--- config.mk ---
export PLATFORM = sky130hd
export DESIGN_NAME = sdram_host_port
export DESIGN_NICKNAME = d
export VERILOG_FILES = /design/src/rtl/sdram_host_pkg.sv /design/src/rtl/sdram_host_port.sv
export SDC_FILE = /design/constraint.sdc
export NUM_CORES = 1
export LEC_CHECK = 0
export BUFFER_PORTS_ARGS = -buffer_cell sky130_fd_sc_hd__buf_4
export CORE_ASPECT_RATIO = 1.75
export CORE_MARGIN = 8
export CORE_UTILIZATION = 48
export CTS_CLUSTER_DIAMETER = 200
export DETAILED_ROUTE_END_ITERATION = 8
export PLACE_DENSITY_LB_ADDON = 0.2
export RECOVER_POWER = 25
export SLEW_MARGIN = 20
export SYNTH_ARGS = -nofsm -noshare
export SYNTH_HDL_FRONTEND = slang
export SYNTH_SLANG_ARGS = --single-unit
export TNS_END_PERCENT = 50
--- constraint.sdc ---
create_clock -name clk -period 2.23 [get_ports clk]
set_input_delay 0.446 -clock clk [delete_from_list [all_inputs] [get_ports clk]]
set_output_delay 0.446 -clock clk [all_outputs]
set_load 0.01 [all_outputs]
--- src/rtl/sdram_host_pkg.sv ---
// Shared types and FSM state encodings for sdram_host_port.
package sdram_host_pkg;

    typedef logic [23:0] ram_addr_t;
    typedef logic [15:0] ram_data_t;
    typedef logic [2:0]  state_t;

    localparam state_t ST_IDLE    = 3'd0;
    localparam state_t ST_ISSUE   = 3'd1;
    localparam state_t ST_WAIT_RD = 3'd2;
    localparam state_t ST_GUARD   = 3'd3;
    localparam state_t ST_DRAIN   = 3'd4;

endpackage

--- src/rtl/sdram_host_port.sv ---
// CPU-side initiator for the SDRAM FIFO interface: one request in flight, one read outstanding.
// Define SDRAM_HOST_TIMEOUT_EN to add the read timeout and stale-read draining.
module sdram_host_port
    import sdram_host_pkg::*;
#(
    parameter int ACK_GUARD      = 2
`ifdef SDRAM_HOST_TIMEOUT_EN
    ,
    parameter int TIMEOUT_CYCLES = 1024,
    parameter int STALE_W        = 3
`endif
) (
    input  logic        clk,
    input  logic        rst,
    input  logic        req_valid,
    output logic        req_ready,
    input  logic        req_we,
    input  logic [23:0] req_addr,
    input  logic [15:0] req_wdata,
    output logic        rsp_valid,
    output logic [15:0] rsp_rdata,
    output logic        rsp_err,
    output logic [23:0] ram_addr,
    output logic [15:0] ram_wr_data,
    output logic        ram_wr_en,
    output logic        ram_rd_en,
    input  logic        ram_busy,
    input  logic        ram_rd_ready,
    input  logic [15:0] ram_rd_data,
    output logic        ram_rd_ack
);

    localparam int GUARD_W = $clog2(ACK_GUARD + 1);

    state_t             state;
    logic [GUARD_W-1:0] guard_cnt;
    logic               idle_open;

`ifdef SDRAM_HOST_TIMEOUT_EN
    localparam int WAIT_W = $clog2(TIMEOUT_CYCLES + 1);

    logic [WAIT_W-1:0]  wait_cnt;
    logic [STALE_W-1:0] stale_cnt;

    // New requests stay blocked until every abandoned read has been drained.
    assign idle_open = !ram_busy && (stale_cnt == '0);
`else
    assign idle_open = !ram_busy;
    assign rsp_err   = 1'b0;
`endif

    always_ff @(posedge clk) begin
        if (!rst) begin
            state       <= ST_IDLE;
            guard_cnt   <= '0;
            req_ready   <= 1'b0;
            rsp_valid   <= 1'b0;
            rsp_rdata   <= '0;
            ram_addr    <= '0;
            ram_wr_data <= '0;
            ram_wr_en   <= 1'b0;
            ram_rd_en   <= 1'b0;
            ram_rd_ack  <= 1'b0;
`ifdef SDRAM_HOST_TIMEOUT_EN
            rsp_err     <= 1'b0;
            wait_cnt    <= '0;
            stale_cnt   <= '0;
`endif
        end else begin
            rsp_valid  <= 1'b0;
            ram_rd_ack <= 1'b0;
            case (state)
                ST_IDLE: begin
                    if (req_valid && req_ready) begin
                        ram_addr    <= req_addr;
                        ram_wr_data <= req_wdata;
                        ram_wr_en   <= req_we;
                        ram_rd_en   <= !req_we;
                        req_ready   <= 1'b0;
                        state       <= ST_ISSUE;
                    end
`ifdef SDRAM_HOST_TIMEOUT_EN
                    else if (stale_cnt != '0 && ram_rd_ready) begin
                        ram_rd_ack <= 1'b1;
                        req_ready  <= 1'b0;
                        state      <= ST_DRAIN;
                    end
`endif
                    else begin
                        req_ready <= idle_open;
                    end
                end
                // The enable is held through busy cycles; the FIFO takes it on the first non-busy edge.
                ST_ISSUE: begin
                    if (!ram_busy) begin
                        ram_wr_en <= 1'b0;
                        ram_rd_en <= 1'b0;
                        state     <= ram_rd_en ? ST_WAIT_RD : ST_IDLE;
`ifdef SDRAM_HOST_TIMEOUT_EN
                        wait_cnt  <= '0;
`endif
                    end
                end
                ST_WAIT_RD: begin
                    if (ram_rd_ready) begin
                        rsp_valid  <= 1'b1;
                        rsp_rdata  <= ram_rd_data;
                        ram_rd_ack <= 1'b1;
                        guard_cnt  <= '0;
                        state      <= ST_GUARD;
`ifdef SDRAM_HOST_TIMEOUT_EN
                        rsp_err    <= 1'b0;
`endif
                    end
`ifdef SDRAM_HOST_TIMEOUT_EN
                    else if (wait_cnt == WAIT_W'(TIMEOUT_CYCLES - 1)) begin
                        rsp_valid <= 1'b1;
                        rsp_err   <= 1'b1;
                        rsp_rdata <= '0;
                        if (stale_cnt != '1) begin
                            stale_cnt <= stale_cnt + 1'b1;
                        end
                        state     <= ST_IDLE;
                    end else begin
                        wait_cnt <= wait_cnt + 1'b1;
                    end
`endif
                end
                // Covers the lag before the read-data FIFO's not-empty flag reflects the pop.
                ST_GUARD: begin
                    if (guard_cnt == GUARD_W'(ACK_GUARD - 1)) begin
                        state <= ST_IDLE;
                    end else begin
                        guard_cnt <= guard_cnt + 1'b1;
                    end
                end
                ST_DRAIN: begin
`ifdef SDRAM_HOST_TIMEOUT_EN
                    stale_cnt <= stale_cnt - 1'b1;
                    guard_cnt <= '0;
                    state     <= ST_GUARD;
`else
                    state     <= ST_IDLE;
`endif
                end
                default: begin
                    state <= ST_IDLE;
                end
            endcase
        end
    end

endmodule
==> results of run 1 <==
[worst max-delay path: stages, from the launching register on]
cell and delay (ps):
dfxtp_1 420, and4bb_2 600, buf_4 280, nand2_1 80, a21oi_1 130
[cells in the mapped netlist, types with 2 or more instances]
cell,instances
o21ai_0,3
buf_4,4
nand3b_1,3
a31oi_1,2
buf_6,4
nand2_1,118
dfxtp_1,64
buf_2,8
clkbuf_1,6
and4bb_2,3
a21oi_1,61
nor2_1,2
[placed cells by master (no fill, tap or decap), types with 2 or more instances in the layout]
cell type  instances
a21oi_1           61
nand2_1          118
and4bb_2           3
dfxtp_1           64
buf_4             98
nand3b_1           3
clkbuf_8          12
a31oi_1            2
nor2_1             2
o21ai_0            3
clkbuf_1          31
[power groups by stage]
stage	Combinational [mW]	Clock [mW]	Sequential (mW)
global route	0.247	0.960	1.19
floorplan	0.0833	0	1.23
detailed placement	0.237	0	1.22
finish	0.226	0.870	1.19
CTS	0.238	0.894	1.19
global placement	0.235	0	1.22
[stage by stage]
stage | util | instance area [sq um]
detailed placement | 0.673 | 3260
global route | 0.686 | 3330
floorplan | - | 2360
finish | 0.686 | 3330
global placement | 0.673 | 3260
CTS | 0.708 | 3440
[state kept, by name (all words and copies together) (netlist names)]
signal	cells
state	2
ram_wr_data	16
guard_cnt	2
ram_rd_en	1
ram_rd_ack	1
ram_wr_en	1
ram_addr	24
rsp_rdata	16
req_ready	1
[layer usage]
layer / GRT usage / vias up / routed length, um
met2: 0.283 / 92 / 3280
met5: 0 / - / 0
li1: - / 1178 / -
met1: 0.182 / 1043 / 2570
met3: 0.0856 / 13 / 595
met4: 0.0810 / 0 / 153
[cell type report]
cell class	count	area, sq um	share of cell area
sequential	64	1280	0.385
multi-input combinational	202	933	0.281
timing repair buffer	128	865	0.260
clock buffer	14	173	0.0519
tap	54	67.6	0.0203
inverter	2	7.51	0.00226
[path summary, 6_finish.rpt]
path                     end  slack [ps]  cells after the start
min reg2reg     rsp_rdata[8]         450                      2
min          ram_wr_data[13]         360                      3
max             ram_addr[22]         640                      4
max reg2reg     ram_addr[22]         640                      4
[logic make-up after synthesis]
logic type               Yosys count
AND/OR/NAND/NOR                  130
flip-flops                        64
AO/OA/AOI/OAI                     70
adder cells (fa/ha/maj)            1
other                              1
buffers and inverters             25
==> impl_metrics.yaml, run 1 <==
run_status:
  status: "finished clean"
placement:
  dpl_worst_slack_ps: 636
  dp_hpwl_mm: 4.97
  port_buffers: 122
  gp_congestion: 0.737
  post-place-cells: 450
detailed_routing:
  drc: 0
  vias_per_cell: 5.01
  wl_per_cell_um: 14.2
  drtIter0Drc: 155
  ant_nets: 0
  firstDrtPassIters: 4
  num_vias: 2326
  wl_mm: 6.60
clock_tree:
  cts_root_buf: "clkbuf_8"
  cts_tree: "done"
  clkLatencyLatePin_ps: 330
  clk_path_buf_depth: 2
  cts_sinks: 64
  clkSlewWorstSetupHoldPaths_ps: 60
  ctsResizeCount: 0
  hold_buffers: 0
  cts_setup_buffers: 0
  cts-buffers-inserted: 9
  htreeDepth: 3
timing:
  setup_tns_ps: 0
  fin_crit_sh: 0.712
  whs_ps: 364
  hold_viol_final: 0
  setup_violations: 0
  skew_ps: 3.48
  drv_slew: 0
  layout_setup_ws_ps: 642
  rsz0062_at_grt: "false"
  worstMarginPinSlew_ps: 671
  clock.fmax_ghz: 0.630
  relSlewSlack: 0.551
  finalCriticalPeriod_ps: 1590
logic_synthesis:
  synth.distinct_cells: 25
  ys_seq_elements: 64
  synth_fa_ha_area_frac: 0.00530
  synth_compound_area_frac: 0.156
  synth_xor_area_frac: 0
  yosys.area_share.simple: 0.231
  synth_top_area_share: 0.543
  synthCells: 291
  synthFlopType: "dfxtp_1"
  ys_top_cells_by_area: "dfxtp_1 54%, nand2_1 19%, a21oi_1 13%, buf_6 1.9%, buf_2 1.7%"
  synthMuxAreaShare: 0
  ys_seq_area_frac: 0.543
  yosysWarnings: 0
  synth_edf_count: 0
  synthArstFlopShare: 0
  synth.cell_area_sq_um: 2360
  syn_avg_cell_area_sq_um: 8.11
  synthesis.nets: 354
  yosys.area.top_type: "dfxtp_1"
  synth_top_family_by_area: "simple AND/OR/NAND/NOR gates"
finish:
  drive_above_1_share: 0.283
  fin_nets: 470
  n_antenna_cell: 0
  instances_no_fill: 464
  nFillCells: 451
  areaGrowthSynthToFinish_pct: 41.0
worst_setup_path:
  worstSetupStartpointType: "register"
  worstSetupPathType: "register to register"
  crit_path_max_fanout: 18
  arrival_ps: 1840
  end_kind: "register"
  r2r-start: "state[1]"
  crit_start: "state[1]"
  worst-endpoint-required_ps: 2480
power:
  peakVddDrop_v: 0.000551
  p_total_mw: 2.29
  switching_share: 0.222
  p_per_area_nw_per_um2: 688
  clkPwrFrac: 0.380
  p_sw_mw: 0.508
  seq_power_share: 0.521
  p_comb_frac: 0.099
  p_int_mw: 1.78
  p_leak_nw: 1.34
job:
  drv_cap: 0
grt:
  grt_usage: 0.172
  grt_overflow: 0
  antenna_found_initial: 0
  grt_pass1_vias: 2235
  grt_max_degree: 31
  grt_pass1_wl_mm: 10.7
hold_path:
  hp-start: "req_wdata[13]"
  min_path_type: "input pin to register"
die:
  die_w_um: 69
  dieArea_sq_um: 7500
  core-area_sq_um: 4850
  rows: 34
  pin_count: 124
  initial_core_util: 0.487
  die_y_um: 109
(Power assumes the default switching activity.)
==> inputs of run 2 (changes only) <==
- CORE_UTILIZATION: 48 -> 44
- clock period: 2.23 -> 1.5 ns (I/O delays scaled with it)
==> run 2 against run 1 <==
  * Sequential share of layout area decreased by 0.58 points
  * Wire length shrank 1.6%
  * Worst setup slack worse by 500 ps
  * Die area rose by 7.3%
  * Clock skew increased by 2.0 ps
==> impl_metrics.yaml, run 2 (synthesis results as in run 1) <==
timing:
  skew_ps: 5.46
  clock.fmax_ghz: 0.738
  rsz0062_at_grt: "false"
  finalCriticalPeriod_ps: 1350
  fin_crit_sh: 0.903
  hold_viol_final: 0
  setup_violations: 0
  setup_tns_ps: 0
  whs_ps: 214
  drv_slew: 0
worst_setup_path:
  worst_path_largest_cell_delay_ps: 560
  end_kind: "register"
  reg2regPathDepth: 4
  r2r-start: "state[0]"
  crit_family: "flip-flops"
  timing.critical_path.buf_inv: 1
  worst-endpoint-required_ps: 1760
  slowest_stage: "dfxtp_1"
  arrival_ps: 1610
  crit_chain: "nand4bb_2 > buf_4 > nand2_1 > a21oi_1"
  worstSetupPathType: "register to register"
  crit_path_max_fanout: 15
  worstSetupStartpointType: "register"
  r2r_slack_ps: 150
  r2r_end: "ram_addr[1]"
power:
  p_int_mw: 2.78
  p_sw_mw: 0.769
  p_leak_nw: 1.36
  seq_power_share: 0.499
  p_per_area_nw_per_um2: 1050
  peakVddDrop_v: 0.00112
  clkPwrFrac: 0.406
  switching_share: 0.217
  p_comb_frac: 0.095
finish:
  nFillCells: 527
  final_common_cell: "nand2_1"
  top_register: "ram_addr"
  drive_above_1_share: 0.287
  n_antenna_cell: 0
  areaGrowthSynthToFinish_pct: 43.2
  final_cell_mix: "118 x nand2_1, 98 x buf_4, 64 x dfxtp_1, 61 x a21oi_1, 32 x clkbuf_1"
  fin_nets: 472
  largestRegisters: "ram_addr x24, ram_wr_data x16, rsp_rdata x16"
  instances_no_fill: 469
  largest_register_ffs: 24
hold_path:
  hp-start: "req_wdata[11]"
  min_path_type: "input pin to register"
  worstHoldPathCells: 3
  holdPathEnd: "ram_wr_data[11]"
run_status:
  status: "finished clean"
clock_tree:
  clkLatencyLatePin_ps: 330
  cts_sinks: 64
  cts_setup_buffers: 0
  hold_buffers: 0
  htreeDepth: 3
  cts-buffers-inserted: 9
  ctsResizeCount: 0
  cts_tree: "done"
  clkSlewWorstSetupHoldPaths_ps: 70
  clk_path_buf_depth: 2
  cts_root_buf: "clkbuf_8"
grt:
  grt_pass1_wl_mm: 10.5
  grt_pass1_vias: 2279
  grt_overflow: 0
  grt_max_degree: 41
  antenna_found_initial: 0
  grt_usage: 0.164
detailed_routing:
  drtIter0Drc: 107
  firstDrtPassIters: 4
  num_vias: 2312
  wl_per_cell_um: 13.9
  drc: 0
  ant_nets: 0
  wl_mm: 6.50
  vias_per_cell: 4.93
placement:
  port_buffers: 122
  gp_congestion: 0.745
  dp_hpwl_mm: 4.86
  post-place-cells: 453
die:
  dieArea_sq_um: 8060
  core-area_sq_um: 5210
  pin_count: 124
  die_w_um: 71.4
  die_y_um: 113
  initial_core_util: 0.453
  rows: 35
job:
  drv_cap: 0
-- run 2: cell count changes in the layout (fill, tap and decap cells not counted) --
cell	delta
clkbuf_1	+1
clkinv_2	+2
clkbuf_8	-1
buf_12	+1
bufinv_16	+1
-- run 2: through the flow --
stage          power [mW]   util  setup WS, ps  area [sq um]
2_1_floorplan        1.95      -           350          2360
3_3_place_gp         2.16  0.632           209          3290
3_5_place_dp         2.16  0.632           155          3290
4_1_cts              3.62  0.670           133          3490
5_1_grt              3.70  0.648          14.9          3380
6_report             3.55  0.648           145          3380
-- run 2: power by group through the flow --
stage                     combinational, mW  clock (mW)  sequential (mW)
final                                 0.337        1.44             1.77
after global routing                  0.369        1.56             1.78
after CTS                             0.356        1.49             1.77
after detailed placement              0.355           0             1.81
after global placement                0.352           0             1.81
after floorplan                       0.124           0             1.82
-- run 2: worst max path at each step --
stage / start / end / slack [ps] / depth (start not counted)
6_report: state[0] / ram_addr[1] / 150 / 4
3_3_place_gp: state[1] / ram_wr_data[5] / 210 / 4
2_1_floorplan: guard_cnt[1] / guard_cnt[1] / 350 / 5
5_1_grt: state[0] / ram_wr_data[6] / 10 / 4
4_1_cts: state[0] / ram_addr[1] / 130 / 4
3_5_place_dp: state[0] / ram_addr[1] / 160 / 4
-- run 2: worst register-to-register path, delay by kind of cell, from the launching register on --
family | cells | cell delay, ps
flip-flops | 1 | 560
AND/OR/NAND/NOR | 2 | 370
buffers and inverters | 1 | 210
AO/OA/AOI/OAI | 1 | 150
-- run 2: layer usage --
layer	wire length, um	global-route usage	part of all wire	vias up
li1	-	-	-	1181
met2	3330	0.277	0.51	81
met1	2420	0.159	0.37	1040
met3	600	0.0824	0.092	10
met5	0	0	0	-
met4	146	0.0797	0.022	0
-- run 2: final cells by class --
type                    instances  area, sq um  share of cell area
clock inverters                 3         40.0              0.0119
clock buffers                  13          159              0.0470
inverters                       2         7.51             0.00222
flip-flops and latches         64         1280               0.379
multi-input cells             202          933               0.276
well taps                      55         68.8              0.0204
repair buffers                130          888               0.263
==> inputs of run 3 (changes only) <==
- BUFFER_PORTS_ARGS: -buffer_cell sky130_fd_sc_hd__buf_4 -> default
- CORE_UTILIZATION: 44 -> 40
- DONT_BUFFER_PORTS: default -> 1
==> run 3 against run 2 <==
  * Clock-buffer cell count unchanged
  * Clock skew hardly changed
  * Die area is 8.1% higher
  * Wire length shrank 11%
  * Sequential power about the same
  * Largest cell class unchanged
==> impl_metrics.yaml, run 3 (synthesis results as in run 1) <==
finish:
  largestRegisters: "ram_addr x24, ram_wr_data x16, rsp_rdata x16"
  n_antenna_cell: 0
  final_util: 0.443
  final_cell_mix: "118 x nand2_1, 64 x dfxtp_1, 61 x a21oi_1, 10 x clkbuf_8, 4 x buf_4"
  top_register: "ram_addr"
  fin_nets: 349
  instances_no_fill: 367
  final_common_cell: "nand2_1"
  largest_register_ffs: 24
  final_cell_area_sq_um: 2560
  nFillCells: 602
  areaGrowthSynthToFinish_pct: 8.64
  drive_above_1_share: 0.0796
timing:
  finalCriticalPeriod_ps: 1310
  layout_setup_ws_ps: 194
  fin_crit_sh: 0.870
  whs_ps: 93.9
  skew_ps: 5.72
  rsz0062_at_grt: "false"
  setup_violations: 0
  setup_tns_ps: 0
  worstMarginPinSlew_ps: 511
  drv_slew: 0
  relSlewSlack: 0.660
  clock.fmax_ghz: 0.766
  hold_viol_final: 0
placement:
  port_buffers: 0
  dpl-instance-area_sq_um: 2410
  dpl_worst_slack_ps: 199
  dp_hpwl_mm: 4.21
  gp_congestion: 0.736
  post-place-cells: 353
grt:
  grt_pass1_wl_mm: 9.33
  grt_usage: 0.138
  grt_overflow: 0
  grt_pass1_vias: 1863
  antenna_found_initial: 0
  grt_max_degree: 46
die:
  rows: 37
  pin_count: 124
  core-area_sq_um: 5790
  initial_core_util: 0.408
  die_w_um: 74.1
  die_y_um: 118
  dieArea_sq_um: 8710
worst_setup_path:
  timing.critical_path.buf_inv: 0
  worstSetupStartpointType: "register"
  worst_path_largest_cell_delay_ps: 530
  crit_path_max_fanout: 16
  arrival_ps: 1570
  crit_chain: "and3b_1 > nand2_1 > a21oi_1"
  r2r-start: "state[1]"
  end_kind: "register"
  worst-endpoint-required_ps: 1760
  slowest_stage: "and3b_1"
  crit_start: "state[1]"
  worstSetupPathType: "register to register"
  crit_family: "simple AND/OR/NAND/NOR gates"
run_status:
  status: "finished clean"
clock_tree:
  clkLatencyLatePin_ps: 330
  cts_sinks: 64
  clk_path_buf_depth: 2
  hold_buffers: 0
  ctsResizeCount: 0
  clkSlewWorstSetupHoldPaths_ps: 70
  cts_setup_buffers: 0
  htreeDepth: 3
  cts_root_buf: "clkbuf_8"
  cts-buffers-inserted: 9
  cts_tree: "done"
power:
  switching_share: 0.231
  p_total_mw: 3.15
  p_per_area_nw_per_um2: 1230
  peakVddDrop_v: 0.000625
  p_sw_mw: 0.729
  p_leak_nw: 0.842
  clkPwrFrac: 0.384
  p_int_mw: 2.42
  p_comb_frac: 0.046
  seq_power_share: 0.570
detailed_routing:
  ant_nets: 0
  vias_per_cell: 5.01
  firstDrtPassIters: 4
  wl_per_cell_um: 15.8
  wl_mm: 5.81
  drtIter0Drc: 113
  num_vias: 1840
  drc: 0
hold_path:
  hp-start: "req_addr[4]"
  min_path_type: "input pin to register"
job:
  drv_cap: 0
run 3: cell types whose count changed in the layout (fill, tap and decap cells not counted):
cell | before | now
bufinv_16 | 1 | 0
clkbuf_8 | 11 | 10
buf_12 | 2 | 3
clkbuf_1 | 32 | 3
buf_4 | 98 | 4
clkinv_2 | 2 | 1
run 3: power by group through the flow:
stage	combinational, mW	clock, mW	sequential [mW]
3_3_place_gp	0.148	0	1.84
3_5_place_dp	0.149	0	1.84
2_1_floorplan	0.124	0	1.82
5_1_grt	0.167	1.34	1.80
6_report	0.145	1.21	1.80
4_1_cts	0.149	1.28	1.80
run 3: routing by layer:
| metal | vias to the layer above | share of wire | global-route usage |
|---|---|---|---|
| li1 | 934 | - | - |
| met1 | 817 | 0.37 | 0.137 |
| met2 | 82 | 0.49 | 0.226 |
| met3 | 7 | 0.12 | 0.0648 |
| met4 | 0 | 0.016 | 0.0756 |
| met5 | - | 0 | 0 |
run 3: worst paths after layout:
check | depth (start not counted) | slack, ps | endpoint
max | 3 | 190 | rsp_rdata[8]
max reg2reg | 3 | 190 | rsp_rdata[8]
min reg2reg | 2 | 470 | guard_cnt[1]
min | 2 | 90 | ram_addr[4]
run 3: final cells by class:
type	instances	area (sq um)	area share
Sequential cell	64	1280	0.500
Multi-Input combinational cell	202	933	0.364
Clock buffer	13	149	0.0581
Tap cell	78	97.6	0.0381
Timing Repair Buffer	7	90.1	0.0351
Inverter	2	7.51	0.00293
Clock inverter	1	5.00	0.00195
